===== src/rtl/cpu_types_pkg.sv =====
// Types shared by the pipeline-boundary registers of the CPU.
package cpu_types_pkg;

  localparam int PIPE_OCC_W = 2;

  // Encoded so that the value equals the number of held words.
  typedef enum logic [PIPE_OCC_W-1:0] {
    EMPTY = 2'd0,
    BUSY  = 2'd1,
    FULL  = 2'd2
  } pipe_state_t;

  function automatic logic [PIPE_OCC_W-1:0] occ_of(input pipe_state_t st);
    case (st)
      EMPTY:   occ_of = 2'd0;
      BUSY:    occ_of = 2'd1;
      FULL:    occ_of = 2'd2;
      default: occ_of = 2'd0;
    endcase
  endfunction

endpackage


===== src/rtl/pipe_skid_reg.sv =====
// Two-entry skid register for a pipeline boundary: main register feeds
// out_data, the skid register catches one word while downstream stalls.
module pipe_skid_reg
  import cpu_types_pkg::*;
#(
  parameter int WIDTH          = 32,
  parameter bit CLEAR_ON_FLUSH = 1'b1
) (
  input  logic                  CLK,
  input  logic                  RST,
  input  logic                  flush,
  input  logic                  in_valid,
  output logic                  in_ready,
  input  logic [WIDTH-1:0]      in_data,
  output logic                  out_valid,
  input  logic                  out_ready,
  output logic [WIDTH-1:0]      out_data,
  output logic [PIPE_OCC_W-1:0] occupancy,
  output pipe_state_t           dbg_state
);

  // Handshake: a word moves on a side only in a cycle where both valid and
  // ready are high on that side. in_ready is decoded from the state register
  // alone, so out_ready never reaches in_ready combinationally.

  pipe_state_t      state_q, state_d;
  logic [WIDTH-1:0] main_q, skid_q;
  logic             accept, emit;
  logic             load_main, main_from_skid, load_skid;

  assign in_ready  = (state_q != FULL);
  assign out_valid = (state_q != EMPTY);
  assign out_data  = main_q;
  assign occupancy = occ_of(state_q);
  assign dbg_state = state_q;

  assign accept = in_valid & in_ready;
  assign emit   = out_valid & out_ready;

  always_comb begin
    state_d        = state_q;
    load_main      = 1'b0;
    main_from_skid = 1'b0;
    load_skid      = 1'b0;
    if (flush) begin
      state_d = EMPTY;
    end else begin
      case (state_q)
        EMPTY: begin
          if (accept) begin
            state_d   = BUSY;
            load_main = 1'b1;
          end
        end
        BUSY: begin
          if (accept && emit) begin
            load_main = 1'b1;
          end else if (accept) begin
            state_d   = FULL;
            load_skid = 1'b1;
          end else if (emit) begin
            state_d = EMPTY;
          end
        end
        FULL: begin
          if (emit) begin
            state_d        = BUSY;
            load_main      = 1'b1;
            main_from_skid = 1'b1;
          end
        end
        default: state_d = EMPTY;
      endcase
    end
  end

  always_ff @(posedge CLK or posedge RST) begin
    if (RST) state_q <= EMPTY;
    else     state_q <= state_d;
  end

  always_ff @(posedge CLK or posedge RST) begin
    if (RST) begin
      main_q <= '0;
      skid_q <= '0;
    end else if (flush) begin
      if (CLEAR_ON_FLUSH) begin
        main_q <= '0;
        skid_q <= '0;
      end
    end else begin
      if (load_main) main_q <= main_from_skid ? skid_q : in_data;
      if (load_skid) skid_q <= in_data;
    end
  end

endmodule

===== config.mk =====
export PLATFORM = sky130hd
export DESIGN_NAME = pipe_skid_reg
export DESIGN_NICKNAME = d
export VERILOG_FILES = /design/src/rtl/cpu_types_pkg.sv /design/src/rtl/pipe_skid_reg.sv
export SDC_FILE = /design/constraint.sdc
export NUM_CORES = 1
export LEC_CHECK = 0
export ABC_AREA = 1
export ABC_CLOCK_PERIOD_IN_PS = 3740
export CAP_MARGIN = 20
export CELL_PAD_IN_SITES_DETAIL_PLACEMENT = 0
export CELL_PAD_IN_SITES_GLOBAL_PLACEMENT = 1
export CORE_MARGIN = 2
export CORE_UTILIZATION = 30
export CTS_BUF_LIST = sky130_fd_sc_hd__clkbuf_8
export DETAILED_ROUTE_END_ITERATION = 10
export PLACE_DENSITY = 0.73
export RECOVER_POWER = 25
export SETUP_SLACK_MARGIN = 0.15
export SYNTH_ARGS = -nofsm -noshare
export SYNTH_HDL_FRONTEND = slang
export SYNTH_SLANG_ARGS = --single-unit

===== constraint.sdc =====
create_clock -name CLK -period 3.74 [get_ports CLK]
set_input_delay 0.748 -clock CLK [delete_from_list [all_inputs] [get_ports CLK]]
set_output_delay 0.748 -clock CLK [all_outputs]
set_load 0.005 [all_outputs]

==> results by group <==
CTS
  – Worst skew pair latency: 0.34 ns
  – Number of CTS-inserted buffers: 9
  – H-tree depth reported by CTS: 3
  – Clk sinks: 66
  – CTS tree: built
  – Post-CTS Hold Fix Bufs: 0
  – Reg clk slew, reported paths: 0.06 ns
  – Post-CTS resize count: 0
  – Setup repair bufs after CTS: 0
  – Clk root buf: clkbuf_8
  – CTS max path bufs: 2

Worst setup path
  – CP arrival: 2.75 ns
  – Crit Path Category: input port to flop
  – CP Launch Type: input port
  – CP Max Fanout: 34
  – CP Buf/Inv Count: 2
  – Worst Path Required: 3.98 ns
  – CP Cell Sequence: clkdlybuf4s50_1 > inv_2 > nand2_2 > o21ai_0
  – CP max stage delay: 0.58 ns
  – Delay-heaviest family, CP: buffers and inverters
  – Max stage delay cell, worst path: clkdlybuf4s50_1
  – Crit path capture type: flop

Routing
  – Routed Antenna Nets: 0
  – Total number of vias: 2660
  – Initial DRC Count: 97
  – Routed len/inst: 13.3 µm
  – Drt drc: 0
  – Pre-Repair DR Iteration Count: 4
  – Via/cell ratio: 4.55
  – Routed WL: 7760 µm

STA
  – Clock Skew: 0.0110 ns
  – # setup viols final: 0
  – RSZ-0062 raised after global routing: false
  – Tcrit/Tclk final: 67.1%
  – Worst slew pin tran: 1.64 ns
  – Setup_tns: 0 ns
  – Pins over their slew limit: 44
  – Worst slew margin: -9.62%
  – Hold_ws: 0.512 ns
  – Fin crit period: 2.51 ns
  – Final Hold Fails: 0
  – Fmax: 0.398 GHz

Logic synthesis
  – Synth warn: 0
  – Synth top area cells: dfrtp_1, nand2_1, nand3_1
  – Top_reg_cell synth: dfrtp_1
  – Synth top area share: 51.8%
  – Xor/xnor share of the synthesized area: 0%
  – Mux cell area share after synthesis: 0%
  – Synth unique cells: 20
  – Ys async rst share: 100%
  – Seq cells post-synth: 66
  – Post-synth top cells: nand2_1, dfrtp_1, nand3_1
  – Synth Instances: 382
  – Adder-Cell Fraction of Synth Area: 0%
  – Synth area leader: dfrtp_1
  – Syn avg cell area: 8.35 µm²
  – Compound-Gate Fraction of Synth Area: 10.0%
  – Sequential share of the synthesized area: 51.8%
  – Simple-gate portion of the synthesized area: 26.7%
  – Most frequent cell after synthesis: nand2_1
  – Post-synth EDFFs: 0
  – Mapped Nets: 419
  – Synthesized cell area: 3190 µm²
  – Main combinational cell family by area after synthesis: simple AND/OR/NAND/NOR gates

Global route
  – Grt ovf: 0
  – Initial antenna violation count: 0
  – Total GRT Usage: 14.8%
  – Largest net degree at the start of global routing: 65
  – First-pass GRT wire length: 13300 µm
  – Vias in the first global route: 2676

Die
  – Row count: 37
  – Height of the die: 107 µm
  – Initial Util: 30.9%
  – Die width: 107 µm
  – Die Area: 11500 µm²
  – I/O Pins: 75
  – Core Region: 10300 µm²

Min path
  – Worst min path class: flop to flop

Placement
  – GPL Wtd Cong: 0.725
  – Post-Place Cells: 570
  – PortBufs: 74
  – Placed instance area: 3910 µm²
  – Post-DP HPWL: 4870 µm

Finish
  – Post-route cell area: 4090 µm²
  – Fin nets: 482
  – Non-Filler Instances: 585
  – Layout cells sized above 1: 6.90%
  – Layout area overhead: 28.3%
  – ANT cells: 0

Status
  – Violated checks: capacitance limit, slew limit
  – Status: finished, violations left

Flow run
  – Maximum Capacitance Violations: 1

Power and ir drop
  – Pwr/cell area: 411 nW/µm²
  – Worst vdd ir: 0.158 mV
  – Total power: 1680 µW
  – Leak: 0.00192 µW
worst register-to-register path: cells and delay by family (launching register included):
kind	cells	cell delay (ns)
buf+inv	1	0.13
simple gates	6	1.14
flops	1	0.48
cell usage in the layout, fill, tap and decap left out, types with 2 or more instances in the layout:
master           count
nand2_1            106
clkdlybuf4s50_1     73
nand3_1             66
dfrtp_1             66
o21ai_1             43
inv_1               38
o21ai_0             21
clkbuf_8            10
nand2_2              6
inv_2                5
nand4_1              2
clkinv_2             2
buf_4                2
registers in the layout, indices dropped and copies added, names as in the netlist:
name / count
out_data: 32
skid_q: 32
dbg_state: 2
worst paths after layout:
| check | cells past startpoint | startpoint | slack (ns) | to |
|---|---|---|---|---|
| max | 4 | flush | 1.23 | skid_q[31] |
| min | 2 | out_data[29] | 0.51 | out_data[29] |
| max reg2reg | 7 | dbg_state[0] | 1.94 | out_data[19] |
| min reg2reg | 2 | out_data[29] | 0.51 | out_data[29] |
| max in group asynchronous | 3 | RST | 1.31 | skid_q[12] |
| min in group asynchronous | 2 | RST | 1.36 | out_data[8] |
metal layers:
layer	part of all wire, %	vias to the layer above	global-route usage (%)	wire (µm)
li1	-	1360	-	-
met1	51	1230	21.2	3930
met2	43	59	21.8	3360
met3	4.7	11	3.10	361
met4	1.5	0	5.84	116
met5	0	-	0	0
logic make-up after synthesis:
family,count (synthesis)
simple gates,186
flops,66
buf+inv,66
compound gates,64
area by class of cell:
| cell class | count | area (µm²) |
|---|---|---|
| clock buffers | 10 | 138 |
| inverters | 41 | 154 |
| repair buffers | 77 | 759 |
| well taps | 136 | 170 |
| flip-flops and latches | 66 | 1650 |
| fillers | 1052 | 6230 |
| clock inverters | 5 | 47.5 |
| multi-input cells | 250 | 1170 |
through the flow:
stage	setup slack [ns]	util [%]
finish	1.23	39.6
global route	0.911	39.6
CTS	1.24	39.7
detailed placement	0.892	37.9
global placement	0.936	37.9
floorplan	1.34	-
report_power, final:
group,internal (µW),total [µW],switching [µW],leakage [µW]
logic,147,310,163,0.000921
clock network,315,579,264,0.000105
registers,762,791,28.8,0.000898
total,1220,1680,456,0.00192
No activity file was read; power rests on OpenSTA's default activity.
